[config.mk]
export PLATFORM = sky130hd
export DESIGN_NAME = reg_writeback_flat
export DESIGN_NICKNAME = d
export VERILOG_FILES = /design/src/rtl/reg_wb_pkg.sv /design/src/rtl/reg_writeback_if.sv /design/src/rtl/reg_writeback_fifo.sv /design/src/rtl/reg_writeback.sv /design/src/flat_wrapper.sv
export SDC_FILE = /design/constraint.sdc
export NUM_CORES = 1
export LEC_CHECK = 0
export ABC_AREA = 0
export CELL_PAD_IN_SITES_DETAIL_PLACEMENT = 0
export CELL_PAD_IN_SITES_GLOBAL_PLACEMENT = 1
export CORE_ASPECT_RATIO = 0.7
export CORE_UTILIZATION = 30
export CTS_CLUSTER_SIZE = 14
export DETAILED_ROUTE_END_ITERATION = 7
export GPL_ROUTABILITY_DRIVEN = 0
export GPL_TIMING_DRIVEN = 0
export PLACE_DENSITY_LB_ADDON = 0.05
export SYNTH_ARGS = -nofsm -noshare
export SYNTH_HDL_FRONTEND = slang
export SYNTH_HIERARCHICAL = 1
export SYNTH_SLANG_ARGS = --single-unit
[constraint.sdc]
create_clock -name clk -period 4 [get_ports clk]
set_clock_uncertainty 0.1 [all_clocks]
set_input_delay 1 -clock clk [delete_from_list [all_inputs] [get_ports clk]]
set_output_delay 1 -clock clk [all_outputs]
set_load 0.02 [all_outputs]
[src/rtl/reg_wb_pkg.sv]
`default_nettype none
// ============================================================================
// Module   : reg_wb_pkg
// Purpose  : Shared widths and entry type for the register write-back front end
// Revision : 1.0
// ============================================================================
package reg_wb_pkg;

  localparam int DATA_W = 16;
  localparam int ADDR_W = 4;

  localparam logic [ADDR_W-1:0] ZERO_REG = '0;

  typedef struct packed {
    logic [ADDR_W-1:0] addr;
    logic [DATA_W-1:0] data;
  } wb_entry_t;

endpackage
`default_nettype wire

[src/rtl/reg_writeback_if.sv]
`default_nettype none
// ============================================================================
// Module   : reg_writeback_if
// Purpose  : Producer handshakes and register-file write port (REG_WB_FWD_EN adds lookup)
// Revision : 1.0
// ============================================================================
interface reg_writeback_if #(
  parameter int DEPTH = 4
) ();
  import reg_wb_pkg::*;

  localparam int CW = $clog2(DEPTH + 1);

  logic              mem_valid;
  logic [ADDR_W-1:0] mem_addr;
  logic [DATA_W-1:0] mem_data;
  logic              mem_ready;
  logic              alu_valid;
  logic [ADDR_W-1:0] alu_addr;
  logic [DATA_W-1:0] alu_data;
  logic              alu_ready;
  logic              wb_stall;
  logic [ADDR_W-1:0] wb_addr;
  logic [DATA_W-1:0] wb_data;
  logic              wb_load;
  logic [CW-1:0]     pending;
`ifdef REG_WB_FWD_EN
  logic [ADDR_W-1:0] rd_addr_a;
  logic [ADDR_W-1:0] rd_addr_b;
  logic              fwd_hit_a;
  logic              fwd_hit_b;
  logic [DATA_W-1:0] fwd_data_a;
  logic [DATA_W-1:0] fwd_data_b;
`endif

  modport master (
    output mem_valid, mem_addr, mem_data, alu_valid, alu_addr, alu_data, wb_stall,
    input  mem_ready, alu_ready, wb_addr, wb_data, wb_load, pending
`ifdef REG_WB_FWD_EN
    , output rd_addr_a, rd_addr_b,
    input  fwd_hit_a, fwd_hit_b, fwd_data_a, fwd_data_b
`endif
  );

  modport slave (
    input  mem_valid, mem_addr, mem_data, alu_valid, alu_addr, alu_data, wb_stall,
    output mem_ready, alu_ready, wb_addr, wb_data, wb_load, pending
`ifdef REG_WB_FWD_EN
    , input rd_addr_a, rd_addr_b,
    output fwd_hit_a, fwd_hit_b, fwd_data_a, fwd_data_b
`endif
  );

endinterface
`default_nettype wire

[src/rtl/reg_writeback_fifo.sv]
`default_nettype none
// ============================================================================
// Module   : wb_fifo
// Purpose  : In-order queue with two ordered write ports, one pop port, visible storage
// Revision : 1.0
// ============================================================================
module wb_fifo
  import reg_wb_pkg::*;
#(
  parameter int DEPTH = 4
) (
  input  logic                         clk,
  input  logic                         rst,
  input  logic                         wr0_en,
  input  wb_entry_t                    wr0_entry,
  input  logic                         wr1_en,
  input  wb_entry_t                    wr1_entry,
  input  logic                         pop,
  output wb_entry_t                    entries [DEPTH],
  output logic [$clog2(DEPTH)-1:0]     rptr,
  output logic [$clog2(DEPTH+1)-1:0]   count
);

  localparam int PW = $clog2(DEPTH);
  localparam int CW = $clog2(DEPTH + 1);

  wb_entry_t     r_mem [DEPTH];
  logic [PW-1:0] r_wptr;
  logic [PW-1:0] r_rptr;
  logic [CW-1:0] r_count;
  logic [PW-1:0] w_wr1_ptr;

  // Port 1 lands behind port 0 when both write, keeping port 0 older.
  assign w_wr1_ptr = wr0_en ? PW'(r_wptr + PW'(1)) : r_wptr;

  always_ff @(posedge clk) begin
    if (wr0_en) r_mem[r_wptr]    <= wr0_entry;
    if (wr1_en) r_mem[w_wr1_ptr] <= wr1_entry;
  end

  always_ff @(posedge clk or posedge rst) begin
    if (rst) begin
      r_wptr  <= '0;
      r_rptr  <= '0;
      r_count <= '0;
    end else begin
      r_wptr  <= r_wptr + PW'(wr0_en) + PW'(wr1_en);
      r_rptr  <= r_rptr + PW'(pop);
      r_count <= r_count + CW'(wr0_en) + CW'(wr1_en) - CW'(pop);
    end
  end

  assign entries = r_mem;
  assign rptr    = r_rptr;
  assign count   = r_count;

endmodule
`default_nettype wire

[src/rtl/reg_writeback.sv]
`default_nettype none
// ============================================================================
// Module   : reg_writeback
// Purpose  : Merges ALU/load write-backs into an ordered queue draining to the regfile
//            (REG_WB_FWD_EN adds a two-port forwarding lookup)
// Revision : 1.0
// ============================================================================
module reg_writeback
  import reg_wb_pkg::*;
#(
  parameter int DEPTH = 4
) (
  input  logic            clk,
  input  logic            rst,
  reg_writeback_if.slave  bus
);

  localparam int PW = $clog2(DEPTH);
  localparam int CW = $clog2(DEPTH + 1);

  wb_entry_t         w_entries [DEPTH];
  wb_entry_t         w_head;
  logic [PW-1:0]     w_rptr;
  logic [CW-1:0]     w_count;
  logic [CW-1:0]     w_free;
  logic              w_mem_acc;
  logic              w_alu_acc;
  logic              w_pop;
  logic              r_wb_load;
  logic [ADDR_W-1:0] r_wb_addr;
  logic [DATA_W-1:0] r_wb_data;

  // Space is judged on registered occupancy only; a same-cycle pop frees nothing.
  assign w_free        = CW'(DEPTH) - w_count;
  assign bus.mem_ready = (w_free >= CW'(1));
  assign bus.alu_ready = bus.mem_valid ? (w_free >= CW'(2)) : (w_free >= CW'(1));

  assign w_mem_acc = bus.mem_valid & bus.mem_ready;
  assign w_alu_acc = bus.alu_valid & bus.alu_ready;
  assign w_pop     = (w_count != '0) & ~bus.wb_stall;
  assign w_head    = w_entries[w_rptr];

  wb_fifo #(
    .DEPTH (DEPTH)
  ) u_fifo (
    .clk       (clk),
    .rst       (rst),
    .wr0_en    (w_mem_acc),
    .wr0_entry ({bus.mem_addr, bus.mem_data}),
    .wr1_en    (w_alu_acc),
    .wr1_entry ({bus.alu_addr, bus.alu_data}),
    .pop       (w_pop),
    .entries   (w_entries),
    .rptr      (w_rptr),
    .count     (w_count)
  );

  always_ff @(posedge clk or posedge rst) begin
    if (rst) begin
      r_wb_load <= 1'b0;
      r_wb_addr <= '0;
      r_wb_data <= '0;
    end else if (w_pop) begin
      r_wb_load <= (w_head.addr != ZERO_REG);
      r_wb_addr <= w_head.addr;
      r_wb_data <= w_head.data;
    end else begin
      r_wb_load <= 1'b0;
    end
  end

  assign bus.wb_load = r_wb_load;
  assign bus.wb_addr = r_wb_addr;
  assign bus.wb_data = r_wb_data;
  assign bus.pending = w_count;

`ifdef REG_WB_FWD_EN
  logic              w_hit_a;
  logic              w_hit_b;
  logic [DATA_W-1:0] w_fwd_a;
  logic [DATA_W-1:0] w_fwd_b;

  // Scan oldest to youngest so the last match wins; the write port stage is oldest.
  always_comb begin
    w_hit_a = 1'b0;
    w_hit_b = 1'b0;
    w_fwd_a = '0;
    w_fwd_b = '0;
    if (r_wb_load && r_wb_addr == bus.rd_addr_a) begin
      w_hit_a = 1'b1;
      w_fwd_a = r_wb_data;
    end
    if (r_wb_load && r_wb_addr == bus.rd_addr_b) begin
      w_hit_b = 1'b1;
      w_fwd_b = r_wb_data;
    end
    for (int i = 0; i < DEPTH; i++) begin
      if (CW'(i) < w_count) begin
        if (w_entries[PW'(w_rptr + PW'(i))].addr == bus.rd_addr_a) begin
          w_hit_a = 1'b1;
          w_fwd_a = w_entries[PW'(w_rptr + PW'(i))].data;
        end
        if (w_entries[PW'(w_rptr + PW'(i))].addr == bus.rd_addr_b) begin
          w_hit_b = 1'b1;
          w_fwd_b = w_entries[PW'(w_rptr + PW'(i))].data;
        end
      end
    end
    if (bus.rd_addr_a == ZERO_REG) begin
      w_hit_a = 1'b0;
      w_fwd_a = '0;
    end
    if (bus.rd_addr_b == ZERO_REG) begin
      w_hit_b = 1'b0;
      w_fwd_b = '0;
    end
  end

  assign bus.fwd_hit_a  = w_hit_a;
  assign bus.fwd_hit_b  = w_hit_b;
  assign bus.fwd_data_a = w_fwd_a;
  assign bus.fwd_data_b = w_fwd_b;
`endif

endmodule
`default_nettype wire

[src/flat_wrapper.sv]
// flat-port wrapper written by rule: the top's interface ports become plain ports
module reg_writeback_flat import reg_wb_pkg::*;
#(
  parameter int DEPTH = 4
)
  (clk, rst, bus_mem_valid, bus_mem_addr, bus_mem_data, bus_alu_valid, bus_alu_addr, bus_alu_data, bus_wb_stall, bus_mem_ready, bus_alu_ready, bus_wb_addr, bus_wb_data, bus_wb_load, bus_pending);
  reg_writeback_if #(.DEPTH(DEPTH)) bus_i ();
  input  logic clk;
  input  logic rst;
  input wire logic [$bits(bus_i.mem_valid)-1:0] bus_mem_valid;
  input wire logic [$bits(bus_i.mem_addr)-1:0] bus_mem_addr;
  input wire logic [$bits(bus_i.mem_data)-1:0] bus_mem_data;
  input wire logic [$bits(bus_i.alu_valid)-1:0] bus_alu_valid;
  input wire logic [$bits(bus_i.alu_addr)-1:0] bus_alu_addr;
  input wire logic [$bits(bus_i.alu_data)-1:0] bus_alu_data;
  input wire logic [$bits(bus_i.wb_stall)-1:0] bus_wb_stall;
  output wire logic [$bits(bus_i.mem_ready)-1:0] bus_mem_ready;
  output wire logic [$bits(bus_i.alu_ready)-1:0] bus_alu_ready;
  output wire logic [$bits(bus_i.wb_addr)-1:0] bus_wb_addr;
  output wire logic [$bits(bus_i.wb_data)-1:0] bus_wb_data;
  output wire logic [$bits(bus_i.wb_load)-1:0] bus_wb_load;
  output wire logic [$bits(bus_i.pending)-1:0] bus_pending;
  assign bus_i.mem_valid = bus_mem_valid;
  assign bus_i.mem_addr = bus_mem_addr;
  assign bus_i.mem_data = bus_mem_data;
  assign bus_i.alu_valid = bus_alu_valid;
  assign bus_i.alu_addr = bus_alu_addr;
  assign bus_i.alu_data = bus_alu_data;
  assign bus_i.wb_stall = bus_wb_stall;
  assign bus_mem_ready = bus_i.mem_ready;
  assign bus_alu_ready = bus_i.alu_ready;
  assign bus_wb_addr = bus_i.wb_addr;
  assign bus_wb_data = bus_i.wb_data;
  assign bus_wb_load = bus_i.wb_load;
  assign bus_pending = bus_i.pending;
  reg_writeback #(.DEPTH(DEPTH)) u_core (.clk(clk), .rst(rst), .bus(bus_i));
endmodule
==> impl_metrics.prom, run 1 <==
# TYPE chip_impl_metric gauge
chip_impl_info{name="outcome",value="complete, but fails checks"} 1
chip_impl_info{name="failing_checks",value="DRC"} 1
chip_impl_info{name="cts.root.buffer_cell",value="clkbuf_16"} 1
chip_impl_metric{name="place_hpwl",unit="mm"} 9.78
chip_impl_metric{name="postCtsSetupRepairBufs",unit=""} 0
chip_impl_metric{name="grt_util_all_layers",unit=""} 0.158
chip_impl_metric{name="place.port_buffers",unit=""} 70
chip_impl_metric{name="synth_async_sr_flop_share",unit=""} 0.259
chip_impl_metric{name="design.final.nets",unit=""} 524
chip_impl_metric{name="hold_viol",unit=""} 0
chip_impl_metric{name="slew_viol_final",unit=""} 0
chip_impl_metric{name="yosys_warnings",unit=""} 6
chip_impl_info{name="critical_path.startpoint",value="bus_wb_stall"} 1
chip_impl_metric{name="total_iterations_of_the_first_detailed_routing_run",unit=""} 6
chip_impl_metric{name="cts_htree_levels",unit=""} 3
chip_impl_metric{name="cts.clk_slew.worst_paths",unit="ns"} 0.08
chip_impl_metric{name="layout.cell_area.non_filler",unit="sq mm"} 0.00695
chip_impl_metric{name="wl_cell",unit="microns"} 19.9
chip_impl_info{name="netlist_top_cells_area",value="dfxtp_1 (28%), mux2_2 (24%), mux2_4 (16%), dfrtp_1 (12%), mux4_2 (8.0%)"} 1
chip_impl_metric{name="seq_area",unit="sq mm"} 0.00230
chip_impl_metric{name="first_global_vias",unit=""} 3530
chip_impl_metric{name="chipHeight",unit="microns"} 117
chip_impl_metric{name="detailedRoute.firstIterationViolations",unit=""} 148
chip_impl_metric{name="cts.sink_count",unit=""} 108
chip_impl_metric{name="grt.overflow.total",unit=""} 0
chip_impl_metric{name="critPathArrivalTime",unit="ns"} 3.81
chip_impl_metric{name="floorplan.die_area",unit="sq mm"} 0.0193
chip_impl_info{name="synth.most_common_cell",value="mux2_2"} 1
chip_impl_metric{name="areaGrowthSynthToFinish",unit="%"} 23.6
chip_impl_metric{name="final-instance-count-excl-fill",unit=""} 707
chip_impl_metric{name="timing.critical_path.required",unit="ns"} 4.19
chip_impl_metric{name="multi_input_comb_area",unit="sq mm"} 0.00310
chip_impl_info{name="critical_path.endpoint_type",value="register"} 1
chip_impl_metric{name="floorplan.io_pins",unit=""} 71
chip_impl_info{name="r2r-end",value="u_core/u_fifo/count[2]"} 1
chip_impl_metric{name="finalCritPeriodShare",unit=""} 0.905
chip_impl_metric{name="drive_above_1_share",unit=""} 0.512
chip_impl_metric{name="synth_cells",unit=""} 385
chip_impl_metric{name="wire_length_of_the_first_global_routing_pass",unit="mm"} 21.7
chip_impl_metric{name="r2r_setup_slack",unit="ns"} 0.47
chip_impl_metric{name="grt_max_degree",unit=""} 22
chip_impl_metric{name="antenna_violating_nets_post_route",unit=""} 0
chip_impl_metric{name="slew_headroom",unit=""} 0.214
chip_impl_metric{name="post-route-worst-setup-slack",unit="ns"} 0.380
chip_impl_info{name="setup_cp_type",value="primary input to register"} 1
chip_impl_metric{name="synth.net_count",unit=""} 443
chip_impl_metric{name="tightest_slew",unit="ns"} 1.18
chip_impl_metric{name="yosysSeqAreaShare",unit=""} 0.410
chip_impl_metric{name="setup_tns",unit="ns"} 0
chip_impl_metric{name="dp_cells",unit=""} 691
chip_impl_metric{name="period_needed",unit="ns"} 3.62
chip_impl_metric{name="cts_buffers",unit=""} 9
chip_impl_metric{name="synthesis.area",unit="sq mm"} 0.00562
chip_impl_metric{name="max_stage_delay",unit="ns"} 0.73
chip_impl_metric{name="placed_cell_area",unit="sq mm"} 0.00662
chip_impl_metric{name="fp-row-count",unit=""} 41
chip_impl_info{name="synth_commonest_cells",value="mux2_2 (120), dfxtp_1 (80), mux2_4 (60), dfrtp_1 (28), mux4_2 (20)"} 1
chip_impl_metric{name="post-layout-total-power",unit="mW"} 6.51
chip_impl_metric{name="clock_path_buffers",unit=""} 2
chip_impl_info{name="critical-path-slowest-cell",value="clkbuf_1"} 1
chip_impl_metric{name="ir_worst_vdd",unit="mV"} 0.262
chip_impl_metric{name="hold_slack",unit="ns"} 0.408
chip_impl_metric{name="synth-edff-count",unit=""} 0
chip_impl_metric{name="floorplan.initialDensity",unit=""} 0.309
chip_impl_metric{name="synth.lib_cells_used.distinct",unit=""} 27
chip_impl_metric{name="vias",unit=""} 3335
chip_impl_metric{name="ff2ff_path_depth",unit=""} 11
chip_impl_metric{name="post_cts_resized",unit=""} 0
chip_impl_info{name="synth_top_area_cell",value="dfxtp_1"} 1
chip_impl_metric{name="drt_wl_total",unit="mm"} 14.1
chip_impl_metric{name="routed_vias_inst",unit=""} 4.72
chip_impl_metric{name="nFillCells",unit=""} 1775
chip_impl_metric{name="setup_violations",unit=""} 0
chip_impl_metric{name="route.detailed.drc",unit=""} 8
chip_impl_info{name="holdCritPathClass",value="register to register"} 1
chip_impl_metric{name="postSynthRegisterBits",unit=""} 108
chip_impl_metric{name="synth_top_area_share",unit=""} 0.285
chip_impl_info{name="crit-reg2reg-launch",value="u_core/u_fifo/count[0]"} 1
chip_impl_metric{name="core_area",unit="sq mm"} 0.0182
chip_impl_metric{name="cts.hold.buffers_added",unit=""} 0
chip_impl_info{name="cts_tree",value="done"} 1
chip_impl_metric{name="maxClockFrequency",unit="MHz"} 276
chip_impl_metric{name="syn_area_per_cell",unit="sq um"} 14.6
chip_impl_info{name="rsz0062_at_grt",value="false"} 1
chip_impl_metric{name="power_density",unit="mW/mm^2"} 937
chip_impl_metric{name="crit_fanout",unit=""} 11
chip_impl_metric{name="dieWidth",unit="microns"} 166
chip_impl_metric{name="power_leakage",unit="nW"} 2.96
chip_impl_info{name="cp_cell_sequence",value="clkdlybuf4s50_1 > nor2_1 > clkbuf_1 > ha_1 > inv_1 > fa_1 > fa_1 > xnor2_1 > xnor2_1"} 1
chip_impl_info{name="worst_setup_endpoint",value="u_core/u_fifo/count[2]"} 1
chip_impl_metric{name="antenna_violations_before_repair",unit=""} 0
chip_impl_metric{name="clock_latency",unit="ns"} 0.36
chip_impl_metric{name="finish.utilization",unit=""} 0.382
chip_impl_metric{name="diodes",unit=""} 0
chip_impl_info{name="synth-main-ff-cell",value="dfxtp_1"} 1
chip_impl_metric{name="drv_cap",unit=""} 0
chip_impl_metric{name="pre_cts_slack",unit="ns"} 0.0175
chip_impl_info{name="critical_path.startpoint_type",value="primary input"} 1
[worst min-delay path by stage]
stage | startpoint | end | depth (start not counted)
finish | u_core/bus.wb_data[4] | u_core/bus.wb_data[4] | 1
global route | u_core/bus.wb_addr[3] | u_core/bus.wb_addr[3] | 1
CTS | u_core/bus.wb_data[1] | u_core/bus.wb_data[1] | 1
detailed placement | u_core/bus.wb_data[1] | u_core/bus.wb_data[1] | 1
global placement | u_core/bus.wb_data[1] | u_core/bus.wb_data[1] | 1
floorplan | u_core/u_fifo/rptr[1] | u_core/u_fifo/rptr[1] | 1
[cell families after synthesis]
family,share of synthesized area
buf+inv,0.0387
flops,0.410
fa+ha+maj,0.0329
mux,0.481
compound gates,0.0131
xor+xnor,0.00623
simple gates,0.0185
[cell usage in the layout, fill, tap and decap left out, types with 10 or more instances in the layout]
cell type / netlist / final
mux2_2: 120 / 120
dfxtp_1: 80 / 80
clkdlybuf4s50_1: 0 / 70
mux2_4: 60 / 60
dfrtp_1: 28 / 28
mux4_2: 20 / 20
inv_1: 13 / 13
clkbuf_16: 0 / 10
ha_1: 10 / 10
[critical path, delay by kind of cell]
| kind | cells | cell delay [ns] |
|---|---|---|
| XOR/XNOR | 2 | 0.32 |
| adder cells (fa/ha/maj) | 3 | 0.99 |
| buffers and inverters | 3 | 1.20 |
| AND/OR/NAND/NOR | 1 | 0.29 |
[sequential cells by signal, summed over array words and instances (netlist names)]
signal and count:
u_core/u_fifo/rptr 2, u_core/u_fifo/count 3, u_core/bus.wb_load 1, u_core/u_fifo/r_wptr 2, u_core/bus.wb_data 16, u_core/bus.wb_addr 4, u_core/u_fifo/entries 80
[metal layers]
layer / vias up / wire (microns) / part of all wire / GRT usage
li1: 1574 / - / - / -
met1: 1699 / 7170 / 0.51 / 0.225
met2: 55 / 6280 / 0.45 / 0.241
met5: - / 0 / 0 / 0
met4: 0 / 140 / 0.010 / 0.0303
met3: 7 / 454 / 0.032 / 0.0391
[report_power, final]
group / total (mW) / switching (mW) / internal, mW
Combinational: 3.50 / 1.33 / 2.17
Sequential: 2.02 / 0.323 / 1.70
Clock: 0.984 / 0.435 / 0.549
Total: 6.51 / 2.09 / 4.42
[final cells by class]
cell class / count / share of cell area
multi-input cells: 241 / 0.446
flip-flops and latches: 108 / 0.331
repair buffers: 70 / 0.101
well taps: 236 / 0.0425
clock buffers: 11 / 0.0380
plain buffers: 23 / 0.0243
clock inverters: 5 / 0.00937
inverters: 13 / 0.00703
Note: power is estimated with default switching activity, not from simulation.
==> inputs of run 2 (changes only) <==
--- a/config.mk
+++ b/config.mk
@@ -15,6 +15,7 @@
 export GPL_ROUTABILITY_DRIVEN = 0
 export GPL_TIMING_DRIVEN = 0
 export PLACE_DENSITY_LB_ADDON = 0.05
+export RECOVER_POWER = 25
 export SYNTH_ARGS = -nofsm -noshare
 export SYNTH_HDL_FRONTEND = slang
 export SYNTH_HIERARCHICAL = 1
==> impl_metrics.prom, run 2 (synthesized netlist as in run 1, its figures left out) <==
# TYPE chip_impl_metric gauge
chip_impl_info{name="outcome",value="complete, but fails checks"} 1
chip_impl_info{name="failing_checks",value="DRC"} 1
chip_impl_metric{name="post-layout-total-power",unit="mW"} 6.49
chip_impl_info{name="critical_path.endpoint_type",value="register"} 1
chip_impl_metric{name="routed_vias_inst",unit=""} 4.72
chip_impl_metric{name="power.share.clock",unit=""} 0.152
chip_impl_metric{name="swShare",unit=""} 0.322
chip_impl_metric{name="critPathArrivalTime",unit="ns"} 3.84
chip_impl_metric{name="finish.utilization",unit=""} 0.382
chip_impl_metric{name="core_area",unit="sq mm"} 0.0182
chip_impl_metric{name="setup_violations",unit=""} 0
chip_impl_metric{name="fp-row-count",unit=""} 41
chip_impl_metric{name="design.final.nets",unit=""} 524
chip_impl_metric{name="place.port_buffers",unit=""} 70
chip_impl_metric{name="crit_fanout",unit=""} 11
chip_impl_metric{name="power_density",unit="mW/mm^2"} 934
chip_impl_metric{name="grt_util_all_layers",unit=""} 0.158
chip_impl_metric{name="slew_headroom",unit=""} 0.214
chip_impl_metric{name="nFillCells",unit=""} 1775
chip_impl_metric{name="setup_tns",unit="ns"} 0
chip_impl_metric{name="pre_cts_slack",unit="ns"} 0.0175
chip_impl_info{name="cts.root.buffer_cell",value="clkbuf_16"} 1
chip_impl_metric{name="max_stage_delay",unit="ns"} 0.74
chip_impl_metric{name="diodes",unit=""} 0
chip_impl_metric{name="floorplan.die_area",unit="sq mm"} 0.0193
chip_impl_info{name="most-common-layout-cells",value="mux2_2 (120), dfxtp_1 (80), mux2_4 (60)"} 1
chip_impl_metric{name="drt_wl_total",unit="mm"} 14.1
chip_impl_metric{name="cts.sink_count",unit=""} 108
chip_impl_metric{name="p_sw",unit="mW"} 2.09
chip_impl_metric{name="chipHeight",unit="microns"} 117
chip_impl_metric{name="cts.hold.buffers_added",unit=""} 0
chip_impl_metric{name="dieWidth",unit="microns"} 166
chip_impl_metric{name="dp_cells",unit=""} 691
chip_impl_metric{name="post-route-worst-setup-slack",unit="ns"} 0.345
chip_impl_metric{name="cts_buffers",unit=""} 9
chip_impl_info{name="setup_cp_type",value="primary input to register"} 1
chip_impl_metric{name="antenna_violating_nets_post_route",unit=""} 0
chip_impl_info{name="critPathTopFamily",value="buffers and inverters"} 1
chip_impl_metric{name="power.share.sequential",unit=""} 0.311
chip_impl_metric{name="postCtsSetupRepairBufs",unit=""} 0
chip_impl_metric{name="maxClockFrequency",unit="MHz"} 274
chip_impl_metric{name="detailedRoute.firstIterationViolations",unit=""} 150
chip_impl_metric{name="grt_max_degree",unit=""} 22
chip_impl_metric{name="r2r_setup_slack",unit="ns"} 0.44
chip_impl_metric{name="timing.critical_path.required",unit="ns"} 4.19
chip_impl_metric{name="antenna_violations_before_repair",unit=""} 0
chip_impl_metric{name="placed_cell_area",unit="sq mm"} 0.00662
chip_impl_metric{name="clock_latency",unit="ns"} 0.36
chip_impl_metric{name="period_needed",unit="ns"} 3.66
chip_impl_metric{name="final-instance-count-excl-fill",unit=""} 707
chip_impl_info{name="critical_path.startpoint_type",value="primary input"} 1
chip_impl_metric{name="hold_viol",unit=""} 0
chip_impl_info{name="cts_tree",value="done"} 1
chip_impl_metric{name="wl_cell",unit="microns"} 19.9
chip_impl_metric{name="clock_path_buffers",unit=""} 2
chip_impl_metric{name="hold_slack",unit="ns"} 0.401
chip_impl_info{name="critical-path-slowest-cell",value="clkbuf_1"} 1
chip_impl_metric{name="wire_length_of_the_first_global_routing_pass",unit="mm"} 21.7
chip_impl_metric{name="cts.clk_slew.worst_paths",unit="ns"} 0.08
chip_impl_metric{name="floorplan.io_pins",unit=""} 71
chip_impl_metric{name="p_int",unit="mW"} 4.40
chip_impl_metric{name="critical_path_buf_inv_count",unit=""} 3
chip_impl_metric{name="largest_register_ff_count",unit=""} 80
chip_impl_metric{name="tightest_slew",unit="ns"} 1.18
chip_impl_metric{name="total_iterations_of_the_first_detailed_routing_run",unit=""} 6
chip_impl_info{name="layout.cells.most_common",value="mux2_2"} 1
chip_impl_metric{name="place_hpwl",unit="mm"} 9.78
chip_impl_metric{name="slew_viol_final",unit=""} 0
chip_impl_metric{name="floorplan.initialDensity",unit=""} 0.309
chip_impl_info{name="holdCritPathClass",value="register to register"} 1
chip_impl_metric{name="finalCritPeriodShare",unit=""} 0.914
chip_impl_metric{name="post_cts_resized",unit=""} 0
chip_impl_info{name="rsz0062_at_grt",value="false"} 1
chip_impl_metric{name="vias",unit=""} 3337
chip_impl_metric{name="drv_cap",unit=""} 0
chip_impl_metric{name="layout.cell_area.non_filler",unit="sq mm"} 0.00695
chip_impl_metric{name="grt.overflow.total",unit=""} 0
chip_impl_metric{name="first_global_vias",unit=""} 3530
chip_impl_metric{name="areaGrowthSynthToFinish",unit="%"} 23.6
chip_impl_info{name="cp_cell_sequence",value="clkdlybuf4s50_1 > nor2_1 > clkbuf_1 > ha_1 > inv_1 > fa_1 > fa_1 > xnor2_1 > xnor2_1"} 1
chip_impl_metric{name="fraction_of_power_consumed_by_combinational_cells",unit=""} 0.537
chip_impl_metric{name="drive_above_1_share",unit=""} 0.512
chip_impl_metric{name="cts_htree_levels",unit=""} 3
chip_impl_metric{name="route.detailed.drc",unit=""} 8
chip_impl_metric{name="power_leakage",unit="nW"} 2.96
chip_impl_metric{name="ir_worst_vdd",unit="mV"} 0.262
## run 2: cell types whose count changed in the layout (fill, tap and decap cells not counted), sizes merged
| cell | previous run | this run |
|---|---|---|
| clkdlybuf4s50 | 70 | 59 |
| dlygate4sd3 | 0 | 11 |
## run 2: path summary, 6_finish.rpt
path                                         from                     end  cells after the start
setup / recovery                     bus_wb_stall  u_core/u_fifo/count[2]                      9
hold / removal              u_core/bus.wb_data[1]   u_core/bus.wb_data[1]                      1
setup reg to reg           u_core/u_fifo/count[0]  u_core/u_fifo/count[2]                     11
hold reg to reg             u_core/bus.wb_data[1]   u_core/bus.wb_data[1]                      1
max in group asynchronous                     rst   u_core/bus.wb_addr[3]                      2
min in group asynchronous                     rst  u_core/u_fifo/count[2]                      2
## run 2: layout make-up
cell class	instances	area (sq um)	area share
multi-input combinational	241	3100	0.446
inverter	13	48.8	0.00703
clock buffer	11	264	0.0380
sequential	108	2300	0.331
timing repair buffer	70	701	0.101
buffer	23	169	0.0243
clock inverter	5	65.1	0.00937
tap	236	295	0.0425
## run 2: power groups by stage
| stage | Sequential (mW) | Combinational [mW] | Clock (mW) |
|---|---|---|---|
| 6_report | 2.02 | 3.49 | 0.984 |
| 5_1_grt | 2.10 | 3.75 | 1.06 |
| 4_1_cts | 2.03 | 3.55 | 1.02 |
| 3_5_place_dp | 2.05 | 3.54 | 0 |
| 3_3_place_gp | 2.04 | 3.47 | 0 |
| 2_1_floorplan | 2.08 | 2.55 | 0 |
## run 2: per-layer routing
layer / global-route usage / share of wire / wire [microns]
met1: 0.225 / 0.51 / 7160
met4: 0.0303 / 0.010 / 140
met2: 0.241 / 0.45 / 6290
met3: 0.0391 / 0.033 / 462
met5: 0 / 0 / 0
